<file path="config.mk">
export PLATFORM = sky130hd
export DESIGN_NAME = antirrebote_multicanal
export DESIGN_NICKNAME = d
export VERILOG_FILES = /design/src/rtl/antirrebote_multicanal_pkg.sv /design/src/rtl/antirrebote_canal.sv /design/src/rtl/antirrebote_multicanal.sv
export SDC_FILE = /design/constraint.sdc
export NUM_CORES = 1
export LEC_CHECK = 0
export BUFFER_PORTS_ARGS = -buffer_cell sky130_fd_sc_hd__buf_2
export CORE_MARGIN = 1
export CORE_UTILIZATION = 38
export DETAILED_ROUTE_END_ITERATION = 8
export PLACE_DENSITY = 0.59
export SLEW_MARGIN = 20
export SYNTH_ARGS = -nofsm -noshare
export SYNTH_HDL_FRONTEND = slang
export SYNTH_SLANG_ARGS = --single-unit
</file>
<file path="constraint.sdc">
create_clock -name clk -period 12.4 [get_ports clk]
set_input_delay 1.24 -clock clk [delete_from_list [all_inputs] [get_ports clk]]
set_output_delay 1.24 -clock clk [all_outputs]
set_load 0.02 [all_outputs]
</file>
<file path="src/rtl/antirrebote_multicanal_pkg.sv">
// Shared constants for the pushbutton debouncer: system clock rate and the
// helpers used to derive cycle counts from milliseconds.
package antirrebote_multicanal_pkg;

    localparam int CLK_HZ = 12_000_000;

    function automatic int ms_a_ciclos(input int ms);
        return (CLK_HZ / 1000) * ms;
    endfunction

    function automatic int max_int(input int a, input int b);
        return (a > b) ? a : b;
    endfunction

endpackage

</file>
<file path="src/rtl/antirrebote_canal.sv">
// One debounced button channel: two-flop synchroniser, stability filter,
// registered edge pulses and long-press / auto-repeat pulse.
module antirrebote_canal
    import antirrebote_multicanal_pkg::*;
#(
    parameter int   DEBOUNCE_CYCLES = ms_a_ciclos(20),
    parameter int   HOLD_CYCLES     = ms_a_ciclos(1000),
    parameter int   REPEAT_CYCLES   = ms_a_ciclos(200),
    parameter logic NIVEL_REPOSO    = 1'b0
) (
    input  logic clk,
    input  logic rst,
    input  logic btn,
    output logic btn_clean,
    output logic pulso_sube,
    output logic pulso_baja,
    output logic pulso_largo
);

    localparam int CW = $clog2(DEBOUNCE_CYCLES + 1);
    localparam int HW = $clog2(max_int(HOLD_CYCLES, REPEAT_CYCLES) + 1);
    localparam logic [CW-1:0] CNT_MAX   = CW'(DEBOUNCE_CYCLES);
    localparam logic [HW-1:0] HOLD_LOAD = HW'(HOLD_CYCLES);
    localparam logic [HW-1:0] REP_LOAD  = HW'(REPEAT_CYCLES);

    logic          s1;
    logic          s2;
    logic          candidato;
    logic [CW-1:0] cnt;
    logic [HW-1:0] hold_tmr;
    logic          cambia;

    // The clean level flips on this edge; a falling edge must win over a repeat.
    assign cambia = (s2 == candidato) && (cnt == CNT_MAX) && (btn_clean != candidato);

    always_ff @(posedge clk or posedge rst) begin
        if (rst) begin
            s1          <= NIVEL_REPOSO;
            s2          <= NIVEL_REPOSO;
            candidato   <= NIVEL_REPOSO;
            btn_clean   <= NIVEL_REPOSO;
            cnt         <= '0;
            hold_tmr    <= HOLD_LOAD;
            pulso_sube  <= 1'b0;
            pulso_baja  <= 1'b0;
            pulso_largo <= 1'b0;
        end else begin
            s1          <= btn;
            s2          <= s1;
            pulso_sube  <= 1'b0;
            pulso_baja  <= 1'b0;
            pulso_largo <= 1'b0;

            if (s2 != candidato) begin
                candidato <= s2;
                cnt       <= '0;
            end else if (cnt != CNT_MAX) begin
                cnt <= cnt + 1'b1;
            end else if (btn_clean != candidato) begin
                btn_clean  <= candidato;
                pulso_sube <= candidato;
                pulso_baja <= ~candidato;
            end

            // Down-counter holds the cycles left until the next long-press pulse;
            // zero means expired with repeat disabled.
            if (btn_clean && !cambia) begin
                if (hold_tmr == HW'(1)) begin
                    pulso_largo <= 1'b1;
                    hold_tmr    <= REP_LOAD;
                end else if (hold_tmr != '0) begin
                    hold_tmr <= hold_tmr - 1'b1;
                end
            end else begin
                hold_tmr <= HOLD_LOAD;
            end
        end
    end

endmodule

</file>
<file path="src/rtl/antirrebote_multicanal.sv">
// N independent debounced button channels; outputs are the per-channel
// signals concatenated by channel index.
module antirrebote_multicanal
    import antirrebote_multicanal_pkg::*;
#(
    parameter int   N_CANALES       = 4,
    parameter int   DEBOUNCE_CYCLES = ms_a_ciclos(20),
    parameter int   HOLD_CYCLES     = ms_a_ciclos(1000),
    parameter int   REPEAT_CYCLES   = ms_a_ciclos(200),
    parameter logic NIVEL_REPOSO    = 1'b0
) (
    input  logic                 clk,
    input  logic                 rst,
    input  logic [N_CANALES-1:0] btn,
    output logic [N_CANALES-1:0] btn_clean,
    output logic [N_CANALES-1:0] pulso_sube,
    output logic [N_CANALES-1:0] pulso_baja,
    output logic [N_CANALES-1:0] pulso_largo
);

    for (genvar i = 0; i < N_CANALES; i++) begin : g_canal
        antirrebote_canal #(
            .DEBOUNCE_CYCLES (DEBOUNCE_CYCLES),
            .HOLD_CYCLES     (HOLD_CYCLES),
            .REPEAT_CYCLES   (REPEAT_CYCLES),
            .NIVEL_REPOSO    (NIVEL_REPOSO)
        ) u_canal (
            .clk         (clk),
            .rst         (rst),
            .btn         (btn[i]),
            .btn_clean   (btn_clean[i]),
            .pulso_sube  (pulso_sube[i]),
            .pulso_baja  (pulso_baja[i]),
            .pulso_largo (pulso_largo[i])
        );
    end

endmodule

</file>
==> impl_results.md, run 1 <==
- Final setup viols: 0
- Fill count: 2519
- CP Cell Sequence: or4_1 -> or3_1 -> nor4_1 -> buf_4 -> or4_1 -> a21oi_1
- Syn Area/Cell: 9.60 um^2
- CTS root buf: clkbuf_16
- Slew @ Worst Pin: between 1 and 1.5 ns
- Critical path arrival: approximately 3.2 ns
- Sequential Power Share: 51.5%
- Antenna Cells: 0
- Placed Cells: 1386
- Top Family by Delay on Critical Path: simple AND/OR/NAND/NOR gates
- Hold Path Class: flop to flop
- Initial antenna violation count: 0
- Outcome: finished with violations
- Vert. Die Dim: 166 um
- GR Util All Layers: 16.0%
- Final critical-path share of the clock period: 23.7%
- Slew margin rel.: 30.5%
- P_sw: slightly above 300 uW
- Cts repair resizes: 0
- Cell count after synthesis: approximately 1100
- Die ar.: 27600 um^2
- DP HPWL: between 10 and 15 mm
- Row count: about 60
- Clk_lat worst skew: approximately 0.44 ns
- Worst Setup Path Type: flop to flop
- Layout Cell Area excl Fill: 11200 um^2
- DR WL/cell: around 15 um
- Hold WS: about 0.35 ns
- Count of cell types in the netlist: 61
- DR iter-0 viols: 443
- Critical Path Most Common Cell: or4_1
- Number of flops mapped to enable cells by yosys: 0
- Delay of the slowest critical-path stage: 0.89 ns
- Setup TNS: 0 ns
- Syn nets: 1095
- H-tree Lvls: 4
- Synth top area share: a little under two fifths
- WP buf/inv: 1
- CTS tree: built
- MaxCap Viol Count: 0
- Synth area leaders: dfrtp_1 38%, dfstp_2 10%, nor2_1 5.3%
- Lkg Pwr: 0.00460 uW
- FMAX: 340 MHz
- Clock power share: 44.8%
- Drc violations: 2
- Number of global-route vias before repair: 7571
- CTS buffer count: 17
- Switching Fraction: around a quarter
- First-pass GRT wire length: 36.8 mm
- Core area: 26200 um^2
- Via density: around 5.4
- RePlAce Congestion: 0.798
- Pwr Density: 114 nW/um^2
- Slowest-stage cell, CP: nor4_1
- Dominant synthesized flop cell: dfrtp_1
- I/O Pins: 22
- Post-DP Area: 10600 um^2
- Detailed Routing Iterations Pass 1: 7
- Crit. End Element: flop
- Mapped Area: 10200 um^2
- Area leader, netlist: dfrtp_1
- Final Skew: 0.0109 ns
- Max clock buf depth: 2
- Grt total ovfl: 0
- Worst endpoint required time: 12.70 ns
- Max Fanout on Critical Path: 8
- Initial Util: 39.0%
- Combinational group share of total power: 3.6%
- Fin. Hold Viols: 0
- Internal Pwr Total: 972 uW
- Seq/Total Area, Yosys: 48.5%
- Storage cell area: ~5000 um^2
- Synth-to-layout area growth: 9.66%
- Number of port buffers: 21
- Antenna viol nets, final: 0
- Unrepaired setup endpoints after global routing: no
- Clk sinks: just under 200
- Peak supply drop: 0.0000796 V
- Drt total wl: 20.9 mm
- FFs w/ async S/R, synth: 100%
- Routed vias: 7677
- Syn. warnings: 0
- Pin count of the biggest net entering global routing: 151
- Slew Limit Fails: 0
- Share of cells above drive strength 1: between 10% and 20%
- Fin nets: 1100
- CP startpoint kind: flop
- Cts hold-fix bufs: 0
- Clk slew on worst S/H paths: roughly 0.080 ns
- Final Non-Filler Cells: 1418
- Area of the multi-input gates: ~5000 um^2
- Seq cells post-synth: 196
- Tmin final: 2.94 ns
- Setup Fix Bufs, Post-CTS: 0
- Die width: approximately 170 um
- Failing checks: design-rule violations
power groups by stage:
stage | Sequential (uW) | Clock, uW | Combinational, uW
6_report | 657 | 571 | 46.4
5_1_grt | 659 | 615 | 55.0
4_1_cts | 656 | 590 | 48.3
3_5_place_dp | 669 | 0 | 48.2
3_3_place_gp | 668 | 0 | 47.5
2_1_floorplan | 666 | 0 | 35.2
per-stage QoR:
step / util (%) / power [uW] / setup WS [ns]
after floorplan: - / 702 / 5.89
after global placement: 40.4 / 716 / 9.53
after detailed placement: 40.4 / 717 / 9.56
after CTS: 42.8 / 1290 / 9.52
after global routing: 42.8 / 1330 / 9.31
final: 42.8 / 1270 / 9.46
state kept, by name, summed over array words and instances (netlist names):
signal and flops:
g_canal.u_canal.pulso_largo 4, g_canal.u_canal.candidato 4, g_canal.u_canal.pulso_baja 4, g_canal.u_canal.cnt 72, g_canal.u_canal.hold_tmr 96, g_canal.u_canal.s2 4
g_canal.u_canal.pulso_sube 4, g_canal.u_canal.btn_clean 4, g_canal.u_canal.s1 4
worst register-to-register path, stage by stage, from the launching register on:
cell and delay [ns]:
dfrtp_1 0.41, or4_1 0.65, or3_1 0.41, nor4_1 0.89, buf_4 0.29, or4_1 0.11, a21oi_1 0.05
cell usage after synthesis, types with 6 or more instances:
cell type  instances
a21oi_1           39
and2_1            10
and3_1            18
buf_4             16
clkbuf_1          26
dfrtp_1          156
dfstp_2           40
ha_1              24
inv_1             36
nand2_1           61
nand2b_1          17
nand3_1           45
nand4_1           29
nor2_1           145
nor3_1            44
nor4_1            35
nor4_2             6
o21ai_0           43
o31ai_1           15
o41ai_1            6
or2_2              7
or3_1             29
or4_1             27
xnor2_1           62
xor2_1            42
path summary, 6_finish.rpt:
path / startpoint / to / slack [ns] / depth (start not counted)
worst max register to register: g_canal[1].u_canal.hold_tmr[6] / g_canal[1].u_canal.hold_tmr[5] / 9.46 / 6
worst min-delay path: g_canal[0].u_canal.s1 / g_canal[0].u_canal.s2 / 0.35 / 0
min in group asynchronous: rst / g_canal[3].u_canal.hold_tmr[3] / 0.92 / 2
worst min register to register: g_canal[0].u_canal.s1 / g_canal[0].u_canal.s2 / 0.35 / 0
worst max-delay path: g_canal[1].u_canal.hold_tmr[6] / g_canal[1].u_canal.hold_tmr[5] / 9.46 / 6
max in group asynchronous: rst / g_canal[2].u_canal.cnt[7] / 10.39 / 3
placed cells by master, fill, tap and decap left out, types with 35 or more instances in the layout:
cell | netlist | routed
dfrtp_1 | 156 | 156
dfstp_2 | 40 | 40
inv_1 | 36 | 35
nor2_1 | 145 | 145
nand2_1 | 61 | 61
xor2_1 | 42 | 42
o21ai_0 | 43 | 43
xnor2_1 | 62 | 62
nor4_1 | 35 | 35
a21oi_1 | 39 | 39
nand3_1 | 45 | 45
nor3_1 | 44 | 44
kinds of logic (layout without fill, tap and decap cells):
kind of cell | after synthesis | count (layout) | synth area share (%)
compound gates | 146 | 146 | 9.11
mux | 3 | 3 | 0.306
flops | 196 | 196 | 48.5
buf+inv | 82 | 100 | 3.70
fa+ha+maj | 24 | 24 | 2.94
xor+xnor | 104 | 104 | 8.91
simple gates | 510 | 510 | 26.6
per-layer routing:
layer / global-route usage [%] / up-vias / routed length (um) / share of wire [%]
met5: 0 / - / 0 / 0
met3: 2.57 / 14 / 514 / 2.5
li1: - / 3794 / - / -
met2: 25.7 / 85 / 9730 / 47
met4: 5.00 / 0 / 229 / 1.1
met1: 22.0 / 3784 / 10400 / 50
area by class of cell:
class,count,area share [%]
tap,335,3.74
timing repair buffer,32,1.67
sequential,196,44.2
clock inverter,14,1.53
inverter,36,1.32
clock buffer,18,3.92
multi-input combinational,787,43.6
(Power assumes the default switching activity.)
==> inputs of run 2 (changes only) <==
--- a/config.mk
+++ b/config.mk
@@ -9,7 +9,7 @@
 export CORE_MARGIN = 1
 export CORE_UTILIZATION = 38
 export DETAILED_ROUTE_END_ITERATION = 8
-export PLACE_DENSITY = 0.59
+export PLACE_DENSITY = 0.61
 export SLEW_MARGIN = 20
 export SYNTH_ARGS = -nofsm -noshare
 export SYNTH_HDL_FRONTEND = slang
==> constraint.sdc (replaced) <==
create_clock -name clk -period 2.7 [get_ports clk]
set_input_delay 0.27 -clock clk [delete_from_list [all_inputs] [get_ports clk]]
set_output_delay 0.27 -clock clk [all_outputs]
set_load 0.02 [all_outputs]
==> impl_results.md, run 2 (synthesis results as in run 1) <==
- Outcome: completed
- Commonest cells after routing, fill and taps aside: 156 x dfrtp_1, 145 x nor2_1, 62 x xnor2_1
- Drt total wl: 20.3 mm (-2.6%)
- Initial antenna violation count: 0 (unchanged)
- RePlAce Congestion: 0.817 (+2.5%)
- Max reg flops: 96 (unchanged)
- Pin count of the biggest net entering global routing: 102 (-32%)
- Worst endpoint required time: 3.05 ns (-9.65 ns)
- Clk_lat worst skew: 0.43 ns (about the same)
- CTS tree: built
- H-tree Lvls: 4 (unchanged)
- CTS root buf: clkbuf_16
- Post-DP Area: 10800 um^2 (+1.6%)
- Slew margin rel.: 50.2% (+20 points)
- Unrepaired setup endpoints after global routing: no
- DP HPWL: 13.7 mm (-2.0%)
- Final setup viols: 0 (unchanged)
- Max Fanout on Critical Path: 8 (unchanged)
- GR Util All Layers: 15.7% (-0.32 points)
- Crit. End Element: flop
- Worst Setup Path Type: flop to flop
- Final critical-path share of the clock period: 90.7% (+67 points)
- Hold Path Class: flop to flop
- Setup TNS: 0 ns (unchanged)
- Slew @ Worst Pin: 0.740 ns (-0.294 ns)
- Core area: 26200 um^2 (unchanged)
- Cts repair resizes: 0 (unchanged)
- Via density: 5.33 (-1.6%)
- CTS buffer count: 17 (unchanged)
- DR iter-0 viols: 449 (+1.4%)
- Vert. Die Dim: 166 um (unchanged)
- Slew Limit Fails: 0 (unchanged)
- Tmin final: 2.45 ns (-0.489 ns)
- Drc violations: 0 (-2)
- Clk sinks: 196 (unchanged)
- Biggest register: g_canal.u_canal.hold_tmr
- Max clock buf depth: 2 (unchanged)
- Critical path arrival: 2.79 ns (-0.45 ns)
- Initial Util: 39.0% (unchanged)
- First-pass GRT wire length: 36.1 mm (-2.0%)
- Share of cells above drive strength 1: 13.1% (+1.4 points)
- MaxCap Viol Count: 0 (unchanged)
- Peak supply drop: 0.000370 V (+360%)
- Fin. Hold Viols: 0 (unchanged)
- Grt total ovfl: 0 (unchanged)
- FMAX: 408 MHz (+20%)
- Number of global-route vias before repair: 7470 (-1.3%)
- DR WL/cell: 14.1 um (-4.3%)
- Routed vias: 7690 (+0.17%)
- Synth-to-layout area growth: 11.4%
- Clk slew on worst S/H paths: 0.07 ns (about the same)
- Final core utilization: 43.5% (+0.70 points)
- Lkg Pwr: 0.00472 uW (+2.5%)
- Number of port buffers: 21 (unchanged)
- Row count: 59 (unchanged)
- CP startpoint kind: flop
- Commonest non-fill, non-tap cell in the layout: dfrtp_1
- Fin nets: 1125 (+2.3%)
- Die ar.: 27600 um^2 (unchanged)
- Tot Pwr: 5720 uW (+350%)
- Hold WS: 0.351 ns (+0.00511 ns)
- I/O Pins: 22 (unchanged)
- Die width: 166 um (unchanged)
- Layout Cell Area excl Fill: 11400 um^2 (+1.6%)
- Antenna viol nets, final: 0 (unchanged)
- Final Skew: 0.0159 ns (+0.00502 ns)
- Top Registers: g_canal.u_canal.hold_tmr x96, g_canal.u_canal.cnt x72
- Antenna Cells: 0 (unchanged)
- Pwr Density: 502 nW/um^2 (+340%)
- Detailed Routing Iterations Pass 1: 5 (-2)
==> run 2: cell types whose count changed in the layout (fill, tap and decap cells not counted), moves of 2 or more <==
| cell | delta |
|---|---|
| buf_4 | +18 |
| inv_8 | -3 |
| buf_12 | +2 |
| clkinv_4 | -3 |
| clkbuf_8 | +3 |
| clkbuf_1 | +2 |
| dlygate4sd3_1 | +5 |
| bufinv_16 | -2 |
==> run 2: report_power, final <==
part | total [uW] | internal [uW] | switching [uW]
clock | 2480 | 1350 | 1130
sequential | 3020 | 2970 | 41.4
combinational | 220 | 73.4 | 147
==> run 2: layer usage <==
| metal | GRT usage [%] | wire length [um] | up-vias | share of wire, % |
|---|---|---|---|---|
| li1 | - | - | 3867 | - |
| met1 | 21.4 | 10100 | 3719 | 50 |
| met2 | 25.4 | 9540 | 93 | 47 |
| met3 | 2.86 | 521 | 11 | 2.6 |
| met4 | 4.39 | 171 | 0 | 0.84 |
| met5 | 0 | 0 | - | 0 |
==> run 2: cell type report <==
class | count | area (um^2)
Fill cell | 2491 | 14800
Sequential cell | 196 | 4950
Multi-Input combinational cell | 787 | 4890
Clock buffer | 24 | 513
Tap cell | 335 | 419
Timing Repair Buffer | 57 | 413
Inverter | 36 | 139
Clock inverter | 8 | 63.8
==> run 2: worst max-delay path, cell delays in order (launching register included) <==
cell     delay [ns]
dfrtp_1        0.41
or4_1          0.65
or3_1          0.41
nor4_1         0.38
buf_4          0.21
nor3_1         0.05
a211o_1        0.26
==> run 2: path summary, 6_finish.rpt <==
kind | slack [ns] | start | to | cells past startpoint
max reg2reg | 0.25 | g_canal[1].u_canal.hold_tmr[6] | g_canal[1].u_canal.hold_tmr[18] | 6
min reg2reg | 0.35 | g_canal[0].u_canal.s1 | g_canal[0].u_canal.s2 | 0
min | 0.35 | g_canal[0].u_canal.s1 | g_canal[0].u_canal.s2 | 0
max | 0.25 | g_canal[1].u_canal.hold_tmr[6] | g_canal[1].u_canal.hold_tmr[18] | 6
min in group asynchronous | 0.41 | rst | g_canal[3].u_canal.btn_clean | 3
max in group asynchronous | 1.41 | rst | g_canal[3].u_canal.hold_tmr[21] | 4
==> run 2: what timing repair did <==
action,in CTS,in global routing
hold buffers,5,0
setup endpoints to repair,0,0
endpoints found under the hold margin,22,0
buffers inserted,0,0
==> run 2: per-stage QoR <==
| stage | std cells | setup slack, ns |
|---|---|---|
| finish | 1443 | 0.252 |
| global route | 1443 | 0.105 |
| CTS | 1443 | 0.260 |
| detailed placement | 1406 | 0.289 |
| global placement | 1406 | 0.315 |
| floorplan | 1065 | -0.0697 |
